## src/rtl/cond_unit_pkg.sv

```systemverilog
// Shared definitions for the condition unit: ARM condition codes,
// NZCV bit positions, flag-write masks and the E->M enable bundle.
package cond_unit_pkg;

    localparam logic [3:0] COND_EQ = 4'b0000;
    localparam logic [3:0] COND_NE = 4'b0001;
    localparam logic [3:0] COND_CS = 4'b0010;
    localparam logic [3:0] COND_CC = 4'b0011;
    localparam logic [3:0] COND_MI = 4'b0100;
    localparam logic [3:0] COND_PL = 4'b0101;
    localparam logic [3:0] COND_VS = 4'b0110;
    localparam logic [3:0] COND_VC = 4'b0111;
    localparam logic [3:0] COND_HI = 4'b1000;
    localparam logic [3:0] COND_LS = 4'b1001;
    localparam logic [3:0] COND_GE = 4'b1010;
    localparam logic [3:0] COND_LT = 4'b1011;
    localparam logic [3:0] COND_GT = 4'b1100;
    localparam logic [3:0] COND_LE = 4'b1101;
    localparam logic [3:0] COND_AL = 4'b1110;
    localparam logic [3:0] COND_NV = 4'b1111;

    localparam int FLAG_N = 3;
    localparam int FLAG_Z = 2;
    localparam int FLAG_C = 1;
    localparam int FLAG_V = 0;

    localparam logic [1:0] FLAGW_NZ = 2'b10;
    localparam logic [1:0] FLAGW_CV = 2'b01;

    typedef struct packed {
        logic pc_src;
        logic reg_write;
        logic mem_write;
    } em_t;

    localparam em_t EM_BUBBLE = '{pc_src: 1'b0, reg_write: 1'b0, mem_write: 1'b0};

    // Fields whose write-enable is clear keep their old value.
    function automatic logic [3:0] merge_flags(
        input logic [3:0] old_flags,
        input logic [3:0] alu_flags,
        input logic [1:0] flag_w
    );
        logic [3:0] nf;
        nf = old_flags;
        if ((flag_w & FLAGW_NZ) != 2'b00) begin
            nf[FLAG_N] = alu_flags[FLAG_N];
            nf[FLAG_Z] = alu_flags[FLAG_Z];
        end
        if ((flag_w & FLAGW_CV) != 2'b00) begin
            nf[FLAG_C] = alu_flags[FLAG_C];
            nf[FLAG_V] = alu_flags[FLAG_V];
        end
        return nf;
    endfunction

endpackage

```

## src/rtl/cond_check.sv

```systemverilog
// Combinational ARM condition evaluator: Cond x NZCV -> pass/fail.
// Kept standalone so a branch predictor can reuse it.
module cond_check
    import cond_unit_pkg::*;
(
    input  logic [3:0] cond,
    input  logic [3:0] flags,
    output logic       cond_ex
);

    logic n, z, c, v;

    assign n = flags[FLAG_N];
    assign z = flags[FLAG_Z];
    assign c = flags[FLAG_C];
    assign v = flags[FLAG_V];

    always_comb begin
        cond_ex = 1'b0;
        unique case (cond)
            COND_EQ: cond_ex = z;
            COND_NE: cond_ex = ~z;
            COND_CS: cond_ex = c;
            COND_CC: cond_ex = ~c;
            COND_MI: cond_ex = n;
            COND_PL: cond_ex = ~n;
            COND_VS: cond_ex = v;
            COND_VC: cond_ex = ~v;
            COND_HI: cond_ex = c & ~z;
            COND_LS: cond_ex = ~c | z;
            COND_GE: cond_ex = (n == v);
            COND_LT: cond_ex = (n != v);
            COND_GT: cond_ex = ~z & (n == v);
            COND_LE: cond_ex = z | (n != v);
            COND_AL: cond_ex = 1'b1;
            // NV is unpredictable architecturally; treat as always
            COND_NV: cond_ex = 1'b1;
        endcase
    end

endmodule

```

## src/rtl/cond_unit.sv

```systemverilog
// Condition unit: holds NZCV, gates E-stage write enables on the
// condition result and registers them into M with stall/flush.
module cond_unit
    import cond_unit_pkg::*;
#(
    parameter logic [3:0] RESET_FLAGS = 4'b0000
) (
    input  logic       CLK,
    input  logic       RESETn,
    input  logic       ValidE,
    input  logic [3:0] Cond,
    input  logic [3:0] ALUFlags,
    input  logic [1:0] FlagW,
    input  logic       PCS,
    input  logic       RegW,
    input  logic       MemW,
    input  logic       NoWrite,
    input  logic       StallE,
    input  logic       FlushE,
    output logic       CondEx,
    output logic       PCSrcE,
    output logic [3:0] Flags,
    output logic       C_Flag,
    output logic       PCSrcM,
    output logic       RegWriteM,
    output logic       MemWriteM
);

    logic [3:0] flags_q;
    logic       exec_e;
    logic       commit;
    em_t        em_d;
    em_t        em_q;

    // Decode sees only the committed flags, never this cycle's ALU result.
    cond_check u_cond_check (
        .cond    (Cond),
        .flags   (flags_q),
        .cond_ex (CondEx)
    );

    assign exec_e = ValidE & CondEx & ~FlushE;
    assign commit = exec_e & ~StallE;

    always_comb begin
        em_d           = EM_BUBBLE;
        em_d.pc_src    = PCS & exec_e;
        em_d.reg_write = RegW & ~NoWrite & exec_e;
        em_d.mem_write = MemW & exec_e;
    end

    always_ff @(posedge CLK or negedge RESETn) begin
        if (!RESETn) begin
            flags_q <= RESET_FLAGS;
        end else if (commit) begin
            flags_q <= merge_flags(flags_q, ALUFlags, FlagW);
        end
    end

    // A stalled or flushed E stage sends a bubble into M.
    always_ff @(posedge CLK or negedge RESETn) begin
        if (!RESETn) begin
            em_q <= EM_BUBBLE;
        end else if (FlushE || StallE) begin
            em_q <= EM_BUBBLE;
        end else begin
            em_q <= em_d;
        end
    end

    assign PCSrcE    = em_d.pc_src;
    assign Flags     = flags_q;
    assign C_Flag    = flags_q[FLAG_C];
    assign PCSrcM    = em_q.pc_src;
    assign RegWriteM = em_q.reg_write;
    assign MemWriteM = em_q.mem_write;

endmodule

```

## config.mk

```make
export PLATFORM = sky130hd
export DESIGN_NAME = cond_unit
export DESIGN_NICKNAME = d
export VERILOG_FILES = /design/src/rtl/cond_unit_pkg.sv /design/src/rtl/cond_check.sv /design/src/rtl/cond_unit.sv
export SDC_FILE = /design/constraint.sdc
export NUM_CORES = 1
export LEC_CHECK = 0
export BUFFER_PORTS_ARGS = -buffer_cell sky130_fd_sc_hd__buf_2
export CORE_MARGIN = 2
export CORE_UTILIZATION = 37
export DETAILED_ROUTE_END_ITERATION = 10
export GPL_TIMING_DRIVEN = 0
export PLACE_DENSITY_LB_ADDON = 0.15
export SYNTH_ARGS = -nofsm -noshare
export SYNTH_HDL_FRONTEND = slang
export SYNTH_HIERARCHICAL = 1
export SYNTH_SLANG_ARGS = --single-unit
```

## constraint.sdc

```tcl
create_clock -name CLK -period 1.75 [get_ports CLK]
set_input_delay 0.0875 -clock CLK [delete_from_list [all_inputs] [get_ports CLK]]
set_output_delay 0.0875 -clock CLK [all_outputs]
set_load 0.02 [all_outputs]
```

==> flow_summary.yaml <==
sta:
  drv_slew: 0
  setup_viol: 8
  skew_ns: 0.00178
  fin_crit_ns: 1.95
  tightest_slew_ns: 0.271
  relSlewSlack: 0.818
  grt_setup_unrepaired: "yes"
  max_freq_ghz: 0.513
  fin_crit_sh: 1.11
  hold_violations: 0
  setup_ws_ns: -0.199
run_status:
  violations: "negative setup slack"
  outcome: "finished with violations"
synth:
  seq_area_frac_synth: 0.338
  yosysTopAreaCellShare: 0.338
  synthesis.nets: 67
  ys_warn_count: 6
  synthTopCellsByCount: "dfrtp_1, mux2_4, a21oi_1, xnor2_1"
  synthFlopType: "dfrtp_1"
  synth_seq_cells: 7
  synth.distinct_cells: 28
  avgSynthCellArea_um2: 10.8
  synth.cell_area_um2: 518
  synth.area.top_cells: "dfrtp_1, mux2_4, xnor2_1"
  synth_edf_count: 0
  syn_inst: 48
  ys_async_sr_fraction: 1.00
  synth_area_leader_cell: "dfrtp_1"
  synth_most_common_cell: "dfrtp_1"
clock_tree:
  numCtsBuffers: 3
  clkSinkCount: 7
  clk_path_buf_depth: 2
  path_clk_slew_ns: 0.05
  cts_tree: "done"
  htree_levels: 1
  clk_latency_ns: 0.24
  root_buffer: "clkbuf_4"
finish:
  finish.instance_area_um2: 752
  nets: 102
  antenna_cells: 0
  fillers: 134
  ff_latch_area_um2: 179
  drive_above_1_share: 0.659
  post-route-util: 0.578
  multi_input_comb_area_um2: 329
  area_growth_pct: 45.2
critical_path:
  endpoint_kind: "flop"
  cp_max_fo: 3
  path_class: "flop to flop"
  reg2reg_setup_slack_ns: -0.20
  start_kind: "flop"
  arrival_ns: 2.08
  endpoint: "Flags[3]$_DFFE_PN0P_"
  reg2reg_depth: 8
  worstReg2RegStart: "Flags[0]$_DFFE_PN0P_"
  critPathRequiredTime_ns: 1.88
  worst_r2r_endpoint: "Flags[3]$_DFFE_PN0P_"
  critPathLaunch: "Flags[0]$_DFFE_PN0P_"
detailed_routing:
  wl_per_cell_um: 10.8
  viasPerCell: 4.81
  drc_errors: 0
  top_layer: "met4"
  wl_met1_um: 446
  wl_met2_um: 529
  wl_met3_um: 60
  antenna_left: 0
  drt_iter0_drc: 4
  vias: 467
  wirelength_um: 1050
  dr.pass1.iters: 3
power_and_ir_drop:
  p_sw_mw: 0.321
  sw_frac_of_total: 0.373
  p_clk_frac: 0.163
  cellLeakagePower_nw: 0.412
  power_density_nw_per_um2: 1140
  combPwrFrac: 0.517
  vdd_drop_max_mv: 0.712
  internal_power_mw: 0.539
  power_frac_seq: 0.320
floorplanning:
  core_area_um2: 1300
  die_h_um: 41.4
  rows: 13
  ioPinCount: 29
  dieArea_um2: 1720
  start_util: 0.398
  die_x_um: 41.4
global_routing:
  grt_antenna_before_repair: 0
  grt_use_total: 0.136
  grt-ovfl-total: 0
  grt_pass1_wl_um: 1820
  grt_pass1_vias: 424
  grt_start_max_net_pins: 11
placement:
  portBuffers: 26
  placed_area_um2: 674
  gp_congestion: 0.707
  hpwl_um: 815
worst_hold_path:
  min_path_type: "input port to flop"
run:
  maxCapViolations: 0
-- how the worst min path moves through the flow --
stage	startpoint	to	slack, ns	cells after the start
6_report	MemW	MemWriteM$_DFF_PN0_	0.06	2
3_3_place_gp	RESETn	Flags[2]$_DFFE_PN0P_	-0.08	1
5_1_grt	MemW	MemWriteM$_DFF_PN0_	0.07	2
3_5_place_dp	RESETn	Flags[0]$_DFFE_PN0P_	-0.08	1
4_1_cts	MemW	MemWriteM$_DFF_PN0_	0.05	2
2_1_floorplan	RESETn	Flags[0]$_DFFE_PN0P_	-0.21	0
-- layout make-up --
cell class | count | area share
Inverter | 1 | 0.00499
Sequential cell | 7 | 0.238
Buffer | 3 | 0.0349
Multi-Input combinational cell | 37 | 0.438
Clock buffer | 4 | 0.0349
Tap cell | 15 | 0.0250
Timing Repair Buffer | 30 | 0.225
-- sequential cells by signal (all words and copies together), names as in the netlist --
signal	count
MemWriteM	1
PCSrcM	1
Flags	4
RegWriteM	1
-- repair_timing --
item / 4_1_cts / 5_1_grt
pin swaps: 6 / 2
endpoints found under the hold margin: 7 / 0
hold buffers: 1 / 0
setup endpoints to repair: 9 / 9
setup buffers: 3 / 0
gates resized for setup: 4 / 0
-- power groups by stage --
stage,Clock (mW),Combinational [mW],Sequential [mW]
global placement,0,0.386,0.278
floorplan,0,0.237,0.315
CTS,0.148,0.450,0.275
finish,0.140,0.444,0.275
detailed placement,0,0.387,0.278
global route,0.156,0.474,0.286
-- layer usage --
layer,track usage,vias up
met5,0,-
met4,0.0774,0
met3,0.0130,2
met2,0.234,17
met1,0.163,208
li1,-,240
-- through the flow --
step,std cells,hold WS [ns],setup WS [ns],setup TNS [ns],power (mW)
floorplan,48,-0.208,-0.320,-1.47,0.552
global placement,89,-0.0780,-0.251,-1.01,0.664
detailed placement,89,-0.0753,-0.278,-1.16,0.665
CTS,97,0.0485,-0.226,-1.39,0.873
global route,97,0.0654,-0.290,-1.95,0.916
finish,97,0.0568,-0.199,-1.19,0.860
-- cell families (layout without fill, tap and decap cells) --
group	after synthesis	after routing	share of synthesized area
compound gates	10	10	0.138
flops	7	7	0.338
mux	4	4	0.116
buf+inv	4	38	0.0580
simple gates	19	19	0.283
xor+xnor	4	4	0.0676
-- critical path, stage by stage, from the launching register on --
cell	delay, ns
dfrtp_2	0.41
xor2_1	0.15
or4_1	0.40
nand2_1	0.09
a22oi_2	0.06
o21ai_2	0.08
and4bb_4	0.30
nand2_4	0.07
mux2_4	0.29
-- layout by cell type (no fill, tap or decap), drive strengths merged, types with 2 or more instances in the layout --
cell type / synthesis / routed
a21oi: 3 / 3
buf: 3 / 32
dfrtp: 7 / 7
a22oi: 2 / 2
and3b: 3 / 3
and2: 2 / 2
clkbuf: 0 / 4
nand2: 4 / 4
nor2: 2 / 2
xnor2: 3 / 3
o21ai: 2 / 2
mux2: 4 / 4
nor2b: 2 / 2
No activity file was read; power rests on OpenSTA's default activity.
